===== config.mk =====
export PLATFORM = sky130hd
export DESIGN_NAME = cv32e40p_nmr_redundancy_mgr_ft
export DESIGN_NICKNAME = d
export VERILOG_FILES = /design/src/rtl/cv32e40p_nmr_redundancy_mgr_ft.sv
export SDC_FILE = /design/constraint.sdc
export NUM_CORES = 1
export LEC_CHECK = 0
export BUFFER_PORTS_ARGS = -buffer_cell sky130_fd_sc_hd__buf_2
export CORE_MARGIN = 3
export CORE_UTILIZATION = 59
export CTS_BUF_LIST = sky130_fd_sc_hd__clkbuf_16
export CTS_CLUSTER_SIZE = 8
export DETAILED_ROUTE_END_ITERATION = 7
export PLACE_DENSITY_LB_ADDON = 0.08
export SLEW_MARGIN = 15
export SYNTH_ARGS = -nofsm -noshare
export SYNTH_HDL_FRONTEND = slang
export SYNTH_SLANG_ARGS = --single-unit

===== constraint.sdc =====
create_clock -name clk -period 5.89 [get_ports clk]
set_clock_uncertainty 0.15 [all_clocks]
set_input_delay 0.2945 -clock clk [delete_from_list [all_inputs] [get_ports clk]]
set_output_delay 0.2945 -clock clk [all_outputs]
set_load 0.03 [all_outputs]

===== src/rtl/cv32e40p_nmr_redundancy_mgr_ft.sv =====
// N-replica redundancy manager: bitwise vote over the active set, per-replica health counters,
// spare swap-in and TMR -> DMR -> FAIL degradation. Fault-injection ports: CV32E40P_NMR_FAULT_INJ_EN.
module cv32e40p_nmr_redundancy_mgr_ft #(
   parameter int unsigned WIDTH     = 32,
   parameter int unsigned N_REP     = 4,
   parameter int unsigned CNT_W     = 8,
   parameter int unsigned THRESH    = 16,
   parameter int unsigned DECAY_PER = 64,
   parameter int unsigned SWAP_CYC  = 2
) (
   input  logic                     clk,
   input  logic                     rst_n,
   input  logic                     valid_i,
   input  logic [N_REP*WIDTH-1:0]   result_i,
`ifdef CV32E40P_NMR_FAULT_INJ_EN
   input  logic                     inj_en_i,
   input  logic [$clog2(N_REP)-1:0] inj_rep_i,
   input  logic [WIDTH-1:0]         inj_mask_i,
`endif
   output logic [WIDTH-1:0]         voted_o,
   output logic                     ready_o,
   output logic                     err_detected_o,
   output logic                     err_corrected_o,
   output logic [N_REP-1:0]         clock_en_o,
   output logic [N_REP-1:0]         faulty_o,
   output logic [N_REP-1:0]         fault_pulse_o,
   output logic [1:0]               mode_o
);

   localparam int unsigned IDX_W = $clog2(N_REP);
   localparam int unsigned CL_W  = $clog2(DECAY_PER + 1);
   localparam int unsigned SW_W  = $clog2(SWAP_CYC + 1);
   localparam logic [CNT_W-1:0] THRESH_C = CNT_W'(THRESH);
   localparam logic [CL_W-1:0]  DECAY_C  = CL_W'(DECAY_PER - 1);
   localparam logic [SW_W-1:0]  SWAP_C   = SW_W'(SWAP_CYC - 1);
   localparam logic [N_REP-1:0] ACT_RST  = N_REP'(3'b111);

   typedef enum logic [1:0] {
      MODE_TMR    = 2'd0,
      MODE_DMR    = 2'd1,
      MODE_RECONF = 2'd2,
      MODE_FAIL   = 2'd3
   } mode_e;

   mode_e              mode_r, mode_s;
   logic [N_REP-1:0]   active_r, active_s;
   logic [N_REP-1:0]   faulty_r, faulty_s;
   logic [N_REP-1:0]   pulse_r;
   logic               ready_r;
   logic [CNT_W-1:0]   cnt_r [N_REP];
   logic [CNT_W-1:0]   cnt_s [N_REP];
   logic [CNT_W-1:0]   dmr_cnt_r, dmr_cnt_s;
   logic [CL_W-1:0]    clean_r, clean_s;
   logic [SW_W-1:0]    swap_r, swap_s;

   logic [WIDTH-1:0]   res_s [N_REP];
   logic [WIDTH-1:0]   voted_tmr_s;
   logic [3:0]         ones_s;
   logic [IDX_W-1:0]   lo_s, hi_s;
   logic [N_REP-1:0]   mismatch_s;
   logic               ops_s, decay_s;

   // lowest-indexed n replicas that are not marked faulty
   function automatic logic [N_REP-1:0] pick_active(input logic [N_REP-1:0] faulty, input int unsigned n);
      logic [N_REP-1:0] m;
      int unsigned      k;
      m = '0;
      k = 0;
      for (int r = 0; r < N_REP; r++) begin
         if (!faulty[r] && (k < n)) begin
            m[r] = 1'b1;
            k    = k + 1;
         end
      end
      return m;
   endfunction

   function automatic int unsigned popcount(input logic [N_REP-1:0] v);
      int unsigned c;
      c = 0;
      for (int r = 0; r < N_REP; r++) c = c + int'(v[r]);
      return c;
   endfunction

   // effective replica results (optionally with an injected bit flip)
   always_comb begin
      for (int r = 0; r < N_REP; r++) begin
`ifdef CV32E40P_NMR_FAULT_INJ_EN
         res_s[r] = (inj_en_i && (int'(inj_rep_i) == r)) ? (result_i[r*WIDTH +: WIDTH] ^ inj_mask_i)
                                                           : result_i[r*WIDTH +: WIDTH];
`else
         res_s[r] = result_i[r*WIDTH +: WIDTH];
`endif
      end
   end

   // vote, error flags and per-replica mismatch attribution
   always_comb begin
      voted_tmr_s     = '0;
      ones_s          = 4'd0;
      lo_s            = '0;
      hi_s            = '0;
      mismatch_s      = '0;
      voted_o         = '0;
      err_detected_o  = 1'b0;
      err_corrected_o = 1'b0;
      for (int b = 0; b < WIDTH; b++) begin
         ones_s = 4'd0;
         for (int r = 0; r < N_REP; r++) ones_s = ones_s + {3'b000, active_r[r] & res_s[r][b]};
         voted_tmr_s[b] = (ones_s >= 4'd2);
      end
      for (int r = N_REP - 1; r >= 0; r--) lo_s = active_r[r] ? IDX_W'(r) : lo_s;
      for (int r = 0; r < N_REP; r++)      hi_s = active_r[r] ? IDX_W'(r) : hi_s;
      case (mode_r)
         MODE_TMR: begin
            for (int r = 0; r < N_REP; r++)
               mismatch_s[r] = valid_i && active_r[r] && (res_s[r] != voted_tmr_s);
            voted_o         = voted_tmr_s;
            err_detected_o  = |mismatch_s;
            err_corrected_o = |mismatch_s;
         end
         MODE_DMR: begin
            voted_o        = res_s[lo_s];
            err_detected_o = valid_i && (res_s[lo_s] != res_s[hi_s]);
         end
         default: begin
            voted_o = '0;
         end
      endcase
   end

   // health counters, decay window and mode sequencing
   always_comb begin
      mode_s    = mode_r;
      active_s  = active_r;
      faulty_s  = faulty_r;
      cnt_s     = cnt_r;
      dmr_cnt_s = dmr_cnt_r;
      clean_s   = clean_r;
      swap_s    = swap_r;
      decay_s   = 1'b0;
      ops_s     = valid_i && ((mode_r == MODE_TMR) || (mode_r == MODE_DMR));

      if (ops_s && err_detected_o) begin
         clean_s = '0;
      end else if (ops_s && (clean_r == DECAY_C)) begin
         clean_s = '0;
         decay_s = 1'b1;
      end else if (ops_s) begin
         clean_s = clean_r + CL_W'(1);
      end else begin
         clean_s = clean_r;
      end

      for (int r = 0; r < N_REP; r++) begin
         if (faulty_r[r]) begin
            cnt_s[r] = cnt_r[r];
         end else if (mismatch_s[r]) begin
            cnt_s[r]    = (cnt_r[r] >= THRESH_C) ? THRESH_C : cnt_r[r] + CNT_W'(1);
            faulty_s[r] = (cnt_s[r] == THRESH_C);
         end else if (decay_s && active_r[r] && (cnt_r[r] != '0)) begin
            cnt_s[r] = cnt_r[r] - CNT_W'(1);
         end else begin
            cnt_s[r] = cnt_r[r];
         end
      end

      // DMR cannot tell which replica is wrong, so one shared counter tracks the pair
      if ((mode_r == MODE_DMR) && ops_s && err_detected_o) begin
         dmr_cnt_s = (dmr_cnt_r >= THRESH_C) ? THRESH_C : dmr_cnt_r + CNT_W'(1);
      end else if ((mode_r == MODE_DMR) && decay_s && (dmr_cnt_r != '0)) begin
         dmr_cnt_s = dmr_cnt_r - CNT_W'(1);
      end else begin
         dmr_cnt_s = dmr_cnt_r;
      end

      case (mode_r)
         MODE_TMR: begin
            if (faulty_s != faulty_r) begin
               mode_s   = MODE_RECONF;
               swap_s   = '0;
               active_s = active_r | pick_active(faulty_s, 3);
            end else begin
               mode_s = MODE_TMR;
            end
         end
         MODE_DMR: begin
            if (dmr_cnt_s == THRESH_C) begin
               mode_s   = MODE_FAIL;
               active_s = '0;
            end else begin
               mode_s = MODE_DMR;
            end
         end
         MODE_RECONF: begin
            if (swap_r != SWAP_C) begin
               swap_s = swap_r + SW_W'(1);
            end else if (popcount(~faulty_r) >= 3) begin
               mode_s   = MODE_TMR;
               active_s = pick_active(faulty_r, 3);
            end else if (popcount(~faulty_r) == 2) begin
               mode_s   = MODE_DMR;
               active_s = pick_active(faulty_r, 2);
            end else begin
               mode_s   = MODE_FAIL;
               active_s = '0;
            end
         end
         default: begin
            mode_s   = MODE_FAIL;
            active_s = '0;
         end
      endcase
   end

   // state and registered outputs
   always_ff @(posedge clk or negedge rst_n) begin
      if (!rst_n) begin
         mode_r    <= MODE_TMR;
         active_r  <= ACT_RST;
         faulty_r  <= '0;
         pulse_r   <= '0;
         ready_r   <= 1'b1;
         cnt_r     <= '{default: '0};
         dmr_cnt_r <= '0;
         clean_r   <= '0;
         swap_r    <= '0;
      end else begin
         mode_r    <= mode_s;
         active_r  <= active_s;
         faulty_r  <= faulty_s;
         pulse_r   <= faulty_s & ~faulty_r;
         ready_r   <= (mode_s == MODE_TMR) || (mode_s == MODE_DMR);
         cnt_r     <= cnt_s;
         dmr_cnt_r <= dmr_cnt_s;
         clean_r   <= clean_s;
         swap_r    <= swap_s;
      end
   end

   assign ready_o       = ready_r;
   assign clock_en_o    = active_r;
   assign faulty_o      = faulty_r;
   assign fault_pulse_o = pulse_r;
   assign mode_o        = mode_r;

endmodule

; ---- Word level (Yosys, flattened, before mapping)
; Cells that the tools add are included.
[op_classes]
add_sub_neg = 117
magnitude_cmp = 49
n_eq_ne = 21
n_mux = 114
bitwise_logic = 137
n_reduce_logical = 61
[ops]
columns = operator, n
row1 = 32-bit two-way mux, 37
row2 = "32-bit by 2-bit < comparator with 1-bit output, second input constant", 9
row3 = "32-bit by 1-bit adder with 32-bit output, second input constant", 6
row4 = 32-bit != test, 5
row5 = 3-bit by 1-bit adder with 4-bit output, 33
row6 = 1-bit bitwise AND, 128
row7 = 32-bit binary-select mux with 2-bit select, 2
row8 = "4-bit by 2-bit >= comparator with 1-bit output, second input constant", 32
row9 = 8-bit two-way mux, 15
row10 = 2-bit by 1-bit adder with 3-bit output, 33
row11 = 1-bit by 1-bit adder with 2-bit output, 33
row12 = 32-bit case mux with 2 select lines, 1
row13 = "8-bit by 1-bit adder with 8-bit output, second input constant", 5
row14 = "8-bit by 5-bit == test with 1-bit output, second input constant", 5
row15 = "8-bit by 5-bit >= comparator with 1-bit output, second input constant", 5
row16 = 8-bit nonzero test, 5
row17 = "8-bit by 1-bit subtractor with 8-bit output, second input constant", 5
row18 = 1-bit logical AND, 33
row19 = 1-bit two-way mux, 33
row20 = "32-bit by 2-bit >= comparator with 1-bit output, second input constant", 1
row21 = 2-bit two-way mux, 13
row22 = 4-bit two-way mux, 6
row23 = 7-bit two-way mux, 3
row24 = 4-bit case mux with 3 select lines, 1
row25 = 26 further kinds, 50
[word_totals]
reg_bits = 64

; ---- Longest topological paths before layout
; Gate-level depths: netlist of run 1.
[logic_depth]
word_depth = 31
mapped_depth = 20
mapped_depth_nobuf = 15

; ---- Worst setup path after synthesis of run 1
; Ideal clock, no wire load.
[synth_path]
path_type = reg-to-reg
startpoint = register active_r[0], in the netlist clock_en_o[0]
endpoint = register cnt_r[5] (netlist name)
setup_ps = 136
arrival_ps = 4802
required_time_ps = 5604
setup_slack_ps = 803
path_stages_with_launch = 19
cell_sequence = dfstp_2 clkbuf_1 clkbuf_1 clkbuf_1 clkbuf_1 and2_1 fa_1 a31oi_2 xnor2_1 nor4_1 nand4_1 o31ai_2 nand3_1 o21a_4 nand2b_4 buf_6 o31a_4 o311ai_1 o41ai_1
[synth_between]
elab_chain_cells = 15
[synth_rtl]
columns = element, line_no
row1 = from (decl), 46  ; logic [N_REP-1:0] active_r, active_s;
row2 = from (signal assigned), 230  ; active_r <= active_s;
row3 = 1-bit bitwise AND, 109  ; for (int r = 0; r < N_REP; r++) ones_s = ones_s + {3'b000, active_r[r] & res_s[r][b]};
row4 = 1-bit by 1-bit adder with 2-bit output, 109
row5 = 2-bit by 1-bit adder with 3-bit output, 109
row6 = 3-bit by 1-bit adder with 4-bit output, 109
row7 = 4-bit by 2-bit >= comparator with 1-bit output, 110  ; voted_tmr_s[b] = (ones_s >= 4'd2);
row8 = 32-bit != test, 117  ; mismatch_s[r] = valid_i && active_r[r] && (res_s[r] != voted_tmr_s);
row9 = 1-bit logical AND, 117
row10 = 4-bit OR reduction, 119  ; err_detected_o = |mismatch_s;
row11 = 1-bit case mux with 2 select lines *, 114  ; case (mode_r)
row12 = named net err_detected_o, 22  ; output logic err_detected_o,
row13 = 1-bit logical AND *, 144  ; if (ops_s && err_detected_o) begin
row14 = 1-bit two-way mux *, 144
row15 = 1-bit logical AND * (2 in series), 161  ; end else if (decay_s && active_r[r] && (cnt_r[r] != '0)) begin
row16 = 2-bit nonzero test (no source line) *, --
row17 = 2-bit AND reduction (no source line) *, --
row18 = to (signal assigned), 234  ; cnt_r <= cnt_s;
row19 = to (decl), 50  ; logic [CNT_W-1:0] cnt_r [N_REP];
; The timed path passes the listed nets; every way through them passes the cells marked *. The select of a mux whose other input is x is not followed.
; A chain may end at the register's enable or synchronous reset.

; ---- Worst setup path in the final report of run 1
[layout_path]
startpoint = register active_r[1], in the netlist clock_en_o[1]
endpoint = register cnt_r[29] (netlist name)
[layout_between]
elab_chain_cells = 16
[layout_rtl]
columns = element
row1 = "parallel branches: the longest is 16 deep, another holds 3-bit by 1-bit adder with 4-bit output"
; Parallel ways; which one is timed is not known. The select of a mux whose other input is x is not followed.

==> metrics.sh, run 1 <==
SLEW-LIMIT-HEADROOM_PCT=24.1
NETS=1701
VDD.IR_DROP.WORST_uV=257
SYNTH_CELLS=1379
NUMPLACEDINSTANCES=1731
AREA_GROWTH_SYN_TO_LAYOUT_PCT=12.3
CRITICAL_PATH_DATA_ARRIVAL_TIME_NS=5.68
ANT_DIODES=0
START_UTIL_PCT=60.4
SWITCHING_SHARE_PCT=40.6
DIE_W_UM=142
LAYOUT_MIN_CYCLE_TIME_NS=5.64
DIE_HEIGHT_UM=142
CRITICAL_PATH.REG2REG.ENDPOINT='cnt_r[29]'
CTSROOTBUFFERMASTER='sky130_fd_sc_hd__clkbuf_16'
DP_HPWL_UM=31700
POST_SYNTH_FA_HA_MAJ_AREA_FRACTION_PCT=8.90
POSTROUTEWIRELENGTH_UM=41400
PLACEMENTROWS=49
WORSTMARGINPINSLEW_NS=1.13
CLOCK_LATENCY_OF_THE_LATER_CLOCKED_REGISTER_IN_THE_WORST_SKEW_PAIR_NS=0.33
SYNTH_FF_TYPE='sky130_fd_sc_hd__dfrtp_1'
DIE_AREA_UM2=20100
HOLDCRITPATHCLASS='in -> async'
FINALWORSTSETUPSLACK_NS=0.247
RSZ0062_AT_GRT='no'
P_INT_mW=1.38
TIMING.REG2REG.SETUP_SLACK_NS=0.25
CRITICAL_SETUP_PATH_KIND='reg -> reg'
CLOCK_TREE.BUFFER_DEPTH=2
HOLDWS_NS=-0.0225
DOMINANT_COMBINATIONAL_CELL_FAMILY_BY_AREA_AFTER_SYNTHESIS='compound AO/OA/AOI/OAI gates'
SYNTH_XOR_XNOR_AREA_SHARE_PCT=9.50
TRITONCTS_NUM_SINKS=64
NUMBER_OF_BUFFERS_INSERTED_BY_PORT_BUFFERING=179
SHARE_SEQ_OF_TOTAL_POWER_PCT=28.4
GLOBAL_ROUTE.USAGE.TOTAL_PCT=39.9
SYNTH_CELL_TYPE_COUNT=90
RUN_STATUS='finished with violations'
FINAL_HOLD_VIOL_COUNT=9
SETUP_TNS_NS=0
NFILLCELLS=1606
CTS_HTREE_LEVELS=3
CORE_AREA_UM2=18000
CTS_SETUP_BUFFERS=0
YS_SEQ_ELEMENTS=64
P_COMB_SHARE_PCT=43.5
SYNTH.CELL_AREA_UM2=10900
SEQ_TOTAL_AREA_YOSYS_PCT=14.8
GRT_START_MAX_NET_PINS=68
POST_SYNTH_MUX_AREA_SHARE_PCT=2.90
WORST-PATH-MAX-FANOUT=34
POSTSYNTHAREAPERCELL_UM2=7.89
PWR-SHARE-CLK_PCT=28.1
VIAS_IN_THE_FIRST_GLOBAL_ROUTE=10788
CAP_VIOL_MAX_COUNT=0
WORST_R2R_STARTPOINT='clock_en_o[1]'
POWER.DENSITY_CELL_AREA_nW_PER_UM2=189
AVGROUTEDWIREPERCELL_UM=23.7
CRITICAL_PATH_REQUIRED_NS=5.93
MAX_FREQ_MHz=177
WORST_SETUP_PATH_END_KIND='flip-flop'
DETAIL_ROUTE.VIAS_PER_CELL=6.81
WORSTREGTOREGCELLS=14
DETAILEDROUTE.FIRSTPASSITERATIONCOUNT=6
DRC_ERRORS=0
SYNTH-EDFF-COUNT=0
CTS_TREE='done'
CRITICAL-PATH-SLOWEST-CELL='sky130_fd_sc_hd__dfstp_4'
CTS.REPORTEDPATHS.CLKPINSLEW_NS=0.06
TRITONCTS.NUM_BUFFERS=9
POWER_LEAKAGE_nW=5.18
ASYNC_RESET_FF_SHARE_PCT=100
DRIVE_GT1_SHARE_PCT=19.2
SYNTH_NETS=1567
VIOLATIONS_IN_THE_FINAL_REPORTS='negative hold slack'
CRITPATHLAUNCHTYPE='flip-flop'
SYNTH-COMPOUND-AREA-SHARE_PCT=30.3
YOSYS.AREA_SHARE.SIMPLE_PCT=26.6
YS.WARNINGS.COUNT=0
IO_PINS=180
FINAL-SETUP-VIOL-COUNT=0
ANTENNA_FOUND_INITIAL=0
GRT_FIRST_PASS_WIRELENGTH_UM=63100
GP_CONGESTION=1.10
ANT_NETS=0
GRT_REMAINING_OVERFLOW=0
TIMING.FINAL.CRIT_SHARE_PCT=95.8
POWER_SWITCHING_mW=0.940
CTS_HOLD_REPAIR.BUFFERS=0
SLEW_VIOL_FINAL=0
TIMING.CRITICAL_PATH.CELLS='buf_12, and2_1, fa_1, a31oi_4, xnor2_1, nor4_1, nand4_1, o31ai_2, nand3_1, o21a_4, o41ai_4, nand3_1, xor2_1, nor2_1'
DRTITER0DRC=1451
CRIT_PATH_FREQUENT_CELL='sky130_fd_sc_hd__nand3_1'
FINAL-INSTANCE-COUNT-EXCL-FILL=1747
VIAS=11898
CRITPATHMAXSTAGEDELAY_NS=0.88
POST_CTS.RESIZED_INSTANCES=0
PLACE_WORST_SETUP_SLACK_NS=0.534
-- state kept, by name (all words and copies together), names as in the netlist --
signal and cells:
dmr_cnt_r 8, ready_o 1, mode_o 2, clock_en_o 4, clean_r 7, cnt_r 32, faulty_o 4, fault_pulse_o 4
swap_r 2
-- layout by cell type (no fill, tap or decap), types with 47 or more instances in the layout --
cell type,n
sky130_fd_sc_hd__buf_2,179
sky130_fd_sc_hd__nand2_1,106
sky130_fd_sc_hd__and2_1,94
sky130_fd_sc_hd__nor2_1,92
sky130_fd_sc_hd__inv_1,85
sky130_fd_sc_hd__xnor2_1,85
sky130_fd_sc_hd__a21oi_1,67
sky130_fd_sc_hd__dfrtp_1,59
sky130_fd_sc_hd__a211oi_1,51
sky130_fd_sc_hd__o21ai_0,47
-- power by group through the flow --
stage | combinational [mW] | clock, mW | sequential, mW
after floorplan | 0.684 | 0 | 0.627
after global placement | 0.960 | 0 | 0.657
after detailed placement | 0.975 | 0 | 0.661
after CTS | 0.986 | 0.653 | 0.655
after global routing | 1.11 | 0.677 | 0.674
final | 1.01 | 0.651 | 0.658
-- critical path: cells and delay by family (launching register included) --
kind	cells	cell delay, ns
compound gates	4	1.72
simple gates	6	1.66
flops	1	0.88
fa+ha+maj	1	0.49
xor+xnor	2	0.34
buf+inv	1	0.25
-- logic make-up (layout without fill, tap and decap cells) --
family                     Yosys count  in the layout
DFF                                 64             64
xor gates and xnor gates           118            118
buffers and inverters              168            307
AOI/OAI and AO/OA                  405            405
muxes                               31             31
adders and majority gates           57             57
and+or+nand+nor                    536            536
-- cells in the mapped netlist (14+ instances only) --
| cell type | count | area [um2] |
|---|---|---|
| sky130_fd_sc_hd__a211oi_1 | 51 | 383 |
| sky130_fd_sc_hd__a21o_1 | 14 | 105 |
| sky130_fd_sc_hd__a21oi_1 | 67 | 335 |
| sky130_fd_sc_hd__a22o_1 | 15 | 131 |
| sky130_fd_sc_hd__a31oi_2 | 15 | 188 |
| sky130_fd_sc_hd__a31oi_4 | 16 | 340 |
| sky130_fd_sc_hd__and2_1 | 94 | 588 |
| sky130_fd_sc_hd__buf_2 | 25 | 125 |
| sky130_fd_sc_hd__clkbuf_1 | 36 | 135 |
| sky130_fd_sc_hd__dfrtp_1 | 60 | 1500 |
| sky130_fd_sc_hd__fa_1 | 34 | 681 |
| sky130_fd_sc_hd__ha_1 | 23 | 288 |
| sky130_fd_sc_hd__inv_1 | 85 | 319 |
| sky130_fd_sc_hd__mux2i_1 | 27 | 270 |
| sky130_fd_sc_hd__nand2_1 | 106 | 398 |
| sky130_fd_sc_hd__nand2b_1 | 25 | 156 |
| sky130_fd_sc_hd__nand3_1 | 37 | 185 |
| sky130_fd_sc_hd__nand3b_1 | 18 | 135 |
| sky130_fd_sc_hd__nand4_1 | 21 | 131 |
| sky130_fd_sc_hd__nor2_1 | 92 | 345 |
| sky130_fd_sc_hd__nor2b_1 | 37 | 231 |
| sky130_fd_sc_hd__nor3_1 | 23 | 115 |
| sky130_fd_sc_hd__nor4_1 | 34 | 213 |
| sky130_fd_sc_hd__o21ai_0 | 47 | 235 |
| sky130_fd_sc_hd__o22ai_1 | 17 | 106 |
| sky130_fd_sc_hd__xnor2_1 | 85 | 744 |
| sky130_fd_sc_hd__xor2_1 | 33 | 289 |
-- metrics by stage --
stage	hold WS (ns)	total power, mW	utilization (%)	area (um2)
2_1_floorplan	-0.151	1.31	-	10900
3_3_place_gp	0.350	1.62	65.8	11900
3_5_place_dp	0.358	1.64	65.8	11900
4_1_cts	0.0309	2.29	67.8	12200
5_1_grt	0.0565	2.46	67.8	12200
6_report	-0.0225	2.32	67.8	12200
-- area by class of cell --
class                      instances  area (um2)  share of cell area [%]
sequential                        64        1620                    13.2
multi-input combinational       1147        8520                    69.7
clock buffer                       9         225                    1.84
timing repair buffer             204        1120                    9.17
tap                              229         287                    2.34
clock inverter                     7         134                    1.09
inverter                          87         327                    2.67
-- routing by layer --
layer  GRT usage (%)  vias to the layer above  part of all wire (%)
met5               0                        -                     0
met4            10.3                        0                   3.4
met3            11.8                      126                    13
met2            59.6                      785                    43
met1            56.7                     5645                    41
li1                -                     5342                     -
-- worst max-delay path by stage --
| stage | start | endpoint | slack, ns | depth (start not counted) |
|---|---|---|---|---|
| floorplan | clock_en_o[0] | cnt_r[5] | 0.80 | 18 |
| global placement | clock_en_o[1] | cnt_r[31] | 0.61 | 14 |
| detailed placement | clock_en_o[1] | cnt_r[30] | 0.53 | 14 |
| CTS | clock_en_o[1] | cnt_r[29] | 0.47 | 14 |
| global route | clock_en_o[1] | cnt_r[29] | 0.06 | 14 |
| finish | clock_en_o[1] | cnt_r[29] | 0.25 | 14 |
No activity file was read; power rests on OpenSTA's default activity.
==> inputs of run 2 (changes only) <==
ABC_AREA = 1   (was unset)
CORE_UTILIZATION = 60   (was 59)
==> run 2 against run 1 <==
Net effect: the run still ends with negative hold slack left; first-iteration DRC count down 3.7%; synthesized cell count up 65%; critical path type unchanged; routed wire length fell by 1.1%; hold slack lost 0.0051 ns; fmax increased by 9.1%; final cell count rose by 53%; clock power is 22% lower; non-clock buffer count fell by 2.
==> metrics.sh, run 2 <==
GLOBAL_ROUTE.USAGE.TOTAL_PCT=36.1  # -3.8 points
POWER_SWITCHING_mW=0.629  # -33%
RUN_STATUS='finished with violations'
SETUP_TNS_NS=0  # unchanged
WORST-PATH-MAX-FANOUT=45  # +32%
MOSTFREQUENTLAYOUTCELLS='sky130_fd_sc_hd__nand2_1 (901), sky130_fd_sc_hd__nand3_1 (380), sky130_fd_sc_hd__inv_1 (360)'
CRITPATHLAUNCHTYPE='flip-flop'
YOSYSMOSTFREQUENTCELL='sky130_fd_sc_hd__nand2_1'
VDD.IR_DROP.WORST_uV=229  # -11%
SHARE_SEQ_OF_TOTAL_POWER_PCT=27.4  # -1.0 points
SLEW_VIOL_FINAL=0  # unchanged
CTS_TREE='done'
CRITICAL-PATH-SLOWEST-CELL='sky130_fd_sc_hd__dfstp_2'
SLEW-LIMIT-HEADROOM_PCT=24.9  # +0.83 points
VIAS=15146  # +27%
CP_NUM_BUF_INV=3  # +2
DESIGN_AREA_UM2=13300  # +8.7%
LARGEST_REGISTER_FFS=32  # unchanged
ANT_NETS=0  # unchanged
GRT_FIRST_PASS_WIRELENGTH_UM=65000  # +3.1%
TIMING.FINAL.CRIT_SHARE_PCT=87.8  # -8.0 points
AREA_GROWTH_SYN_TO_LAYOUT_PCT=10.9
CRITICAL_PATH_DATA_ARRIVAL_TIME_NS=5.24  # -0.44 ns
POWER_LEAKAGE_nW=8.26  # +59%
ANTENNA_FOUND_INITIAL=12  # +12
FINAL-SEQ-AREA_UM2=1610  # -0.46%
REG_TOP3='cnt_r x32, dmr_cnt_r x8, clean_r x7'
SYNTH_FF_TYPE='sky130_fd_sc_hd__dfrtp_1'
DIE_AREA_UM2=21700  # +8.0%
CTSROOTBUFFERMASTER='sky130_fd_sc_hd__clkbuf_16'
GRT_START_MAX_NET_PINS=70  # +2.9%
TIMING.CRITICAL_PATH.CELLS='inv_2, nand2_2, nand2_2, buf_12, nand2_1, nand3_1, nand2_1, nand2_1, nand2_1, nand2_1, nor2_1, nand2_1, nor2_1, nand2_1, nand2_2, nand3_2, inv_2, nand4_1, nand2_1, nand2_1, or2_1, nor2_1, a21oi_1, o21a_1'
NFILLCELLS=1901  # +18%
POSTSYNTHAREAPERCELL_UM2=5.27  # -33%
PLACE_WORST_SETUP_SLACK_NS=0.907  # +0.373 ns
SWITCHING_SHARE_PCT=39.0  # -1.6 points
CRITICAL_PATH_REQUIRED_NS=5.96  # +0.03 ns
CLOCK_TREE.BUFFER_DEPTH=2  # unchanged
POSTROUTEWIRELENGTH_UM=41000  # -1.1%
SYNTH.CELL_AREA_UM2=12000  # +10%
CTS_HOLD_REPAIR.BUFFERS=0  # unchanged
DP_HPWL_UM=29500  # -6.8%
NETS=2591  # +52%
START_UTIL_PCT=61.4  # +1.0 points
FINAL_HOLD_VIOL_COUNT=21  # +12
MOSTFREQUENTLAYOUTCELL='sky130_fd_sc_hd__nand2_1'
MAX_FREQ_MHz=193  # +9.1%
DETAILEDROUTE.FIRSTPASSITERATIONCOUNT=6  # unchanged
DETAIL_ROUTE.VIAS_PER_CELL=5.66  # -17%
POWER.DENSITY_CELL_AREA_nW_PER_UM2=121  # -36%
TRITONCTS.NUM_BUFFERS=9  # unchanged
RSZ0062_AT_GRT='no'
HOLDCRITPATHCLASS='in -> async'
DRC_ERRORS=0  # unchanged
ASYNC_RESET_FF_SHARE_PCT=100  # unchanged
FINALWORSTSETUPSLACK_NS=0.720  # +0.472 ns
NETLIST_TOP_CELLS_AREA='sky130_fd_sc_hd__nand2_1 (28%), sky130_fd_sc_hd__nand3_1 (16%), sky130_fd_sc_hd__dfrtp_1 (13%), sky130_fd_sc_hd__inv_1 (11%), sky130_fd_sc_hd__fa_1 (5.7%)'
TRITONCTS_NUM_SINKS=64  # unchanged
YS_SEQ_ELEMENTS=64  # unchanged
DIE_HEIGHT_UM=147  # +3.9%
YS.WARNINGS.COUNT=0  # unchanged
MAX_FLOP_REGISTER='cnt_r'
VIOLATIONS_IN_THE_FINAL_REPORTS='negative hold slack'
LAYOUT_MIN_CYCLE_TIME_NS=5.17  # -0.472 ns
PLACEMENTROWS=51  # +4.1%
NUMBER_OF_BUFFERS_INSERTED_BY_PORT_BUFFERING=179  # unchanged
POST-SYNTH-TOP-AREA-FRACTION_PCT=28.2  # +14 points
CORE_AREA_UM2=19500  # +8.3%
WORST_PATH_DOMINANT_CELL_FAMILY='simple AND/OR/NAND/NOR gates'
WORSTMARGINPINSLEW_NS=1.13  # -0.00820 ns
SYNTH_NETS=2461  # +57%
PWR-SHARE-CLK_PCT=31.3  # +3.2 points
CRIT_PATH_FREQUENT_CELL='sky130_fd_sc_hd__nand2_1'
CAP_VIOL_MAX_COUNT=0  # unchanged
SYNTH-EDFF-COUNT=0  # unchanged
CTS_HTREE_LEVELS=3  # unchanged
FINAL-SETUP-VIOL-COUNT=0  # unchanged
MULTI_INPUT_AREA_UM2=8530  # +0.15%
P_COMB_SHARE_PCT=41.3  # -2.2 points
GP_CONGESTION=0.968  # -12%
HOLDWS_NS=-0.0276  # -0.00509 ns
WORST_SETUP_PATH_END_KIND='flip-flop'
DIE_W_UM=147  # +3.9%
SEQ_TOTAL_AREA_YOSYS_PCT=13.4  # -1.4 points
CRITICAL_SETUP_PATH_KIND='reg -> reg'
AVGROUTEDWIREPERCELL_UM=15.3  # -35%
DRTITER0DRC=1397  # -3.7%
DRIVE_GT1_SHARE_PCT=10.8  # -8.4 points
VIAS_IN_THE_FIRST_GLOBAL_ROUTE=13461  # +25%
CLOCK_LATENCY_OF_THE_LATER_CLOCKED_REGISTER_IN_THE_WORST_SKEW_PAIR_NS=0.33  # about the same
SYNTH_COMMONEST_CELLS='sky130_fd_sc_hd__nand2_1 (901), sky130_fd_sc_hd__nand3_1 (380), sky130_fd_sc_hd__inv_1 (358)'
SYNTH_CELLS=2273  # +65%
CRITPATHMAXSTAGEDELAY_NS=1.28  # +0.40 ns
GRT_REMAINING_OVERFLOW=0  # unchanged
CTS_SETUP_BUFFERS=0  # unchanged
PLACED_AREA_UM2=13000  # +9.3%
CTS.REPORTEDPATHS.CLKPINSLEW_NS=0.05  # about the same
TOTAL_POWER_mW=1.61  # -30%
P_INT_mW=0.984  # -29%
POST_CTS.RESIZED_INSTANCES=0  # unchanged
IO_PINS=180  # unchanged
SYNTH_AREA_LEADER_CELL='sky130_fd_sc_hd__nand2_1'
SYNTH_CELL_TYPE_COUNT=51  # -43%
-- run 2: changes by cell type in the layout (fill, tap and decap cells not counted), moves of 20 or more --
cell | previous run | this run
sky130_fd_sc_hd__nand3_1 | 37 | 380
sky130_fd_sc_hd__mux2i_1 | 27 | 1
sky130_fd_sc_hd__nor2b_1 | 37 | 0
sky130_fd_sc_hd__nand2b_1 | 25 | 0
sky130_fd_sc_hd__a21oi_1 | 67 | 47
sky130_fd_sc_hd__nor2_1 | 92 | 139
sky130_fd_sc_hd__xnor2_1 | 85 | 6
sky130_fd_sc_hd__and2_1 | 94 | 0
sky130_fd_sc_hd__inv_1 | 85 | 360
sky130_fd_sc_hd__nand2_1 | 106 | 901
sky130_fd_sc_hd__nor4_1 | 34 | 2
sky130_fd_sc_hd__a211oi_1 | 51 | 0
-- run 2: area by class of cell --
class / count / area share (%)
Antenna cell: 5 / 0.0941
Clock buffer: 9 / 1.69
Clock inverter: 7 / 0.414
Inverter: 376 / 10.6
Multi-Input combinational cell: 1750 / 64.2
Sequential cell: 64 / 12.1
Tap cell: 265 / 2.49
Timing Repair Buffer: 202 / 8.38
-- run 2: power by group through the flow --
stage               logic, mW  clock network, mW  registers, mW
floorplan               0.442                  0          0.450
global placement        0.638                  0          0.450
detailed placement      0.652                  0          0.450
CTS                     0.655              0.509          0.442
global route            0.751              0.525          0.442
finish                  0.666              0.505          0.443
-- run 2: through the flow --
step,util (%),instances
floorplan,-,2273
global placement,66.4,2656
detailed placement,66.4,2656
CTS,67.9,2672
global route,68.1,2678
finish,68.1,2678
-- run 2: worst paths after layout --
check	startpoint	endpoint	slack (ns)	cells after the start
worst max-delay path	clock_en_o[1]	cnt_r[7]	0.72	24
worst min-delay path	rst_n	clean_r[4]	-0.03	2
worst max register to register	clock_en_o[1]	cnt_r[7]	0.72	24
worst min register to register	clean_r[6]	clean_r[6]	0.37	2
max in group asynchronous	rst_n	clock_en_o[3]	5.02	2
min in group clk	clean_r[6]	clean_r[6]	0.37	2
-- run 2: cells by family (layout without fill, tap and decap cells) --
family          Yosys count  in the layout  share of synthesized area [%]
xor+xnor                 26             26                           1.90
mux                       3              3                          0.271
other cells               0              5                              0
buf+inv                 459            594                           15.5
simple gates           1499           1499                           53.0
flops                    64             64                           13.4
compound gates          165            165                           7.85
fa+ha+maj                57             57                           8.08
-- run 2: layer usage --
layer  global-route usage [%]  routed length [um]  up-vias
li1                         -                   -     7383
met1                     47.5               15700     6722
met2                     60.1               18800      894
met3                     5.58                5000      133
met4                     13.8                1430       14
met5                        0                  93        -
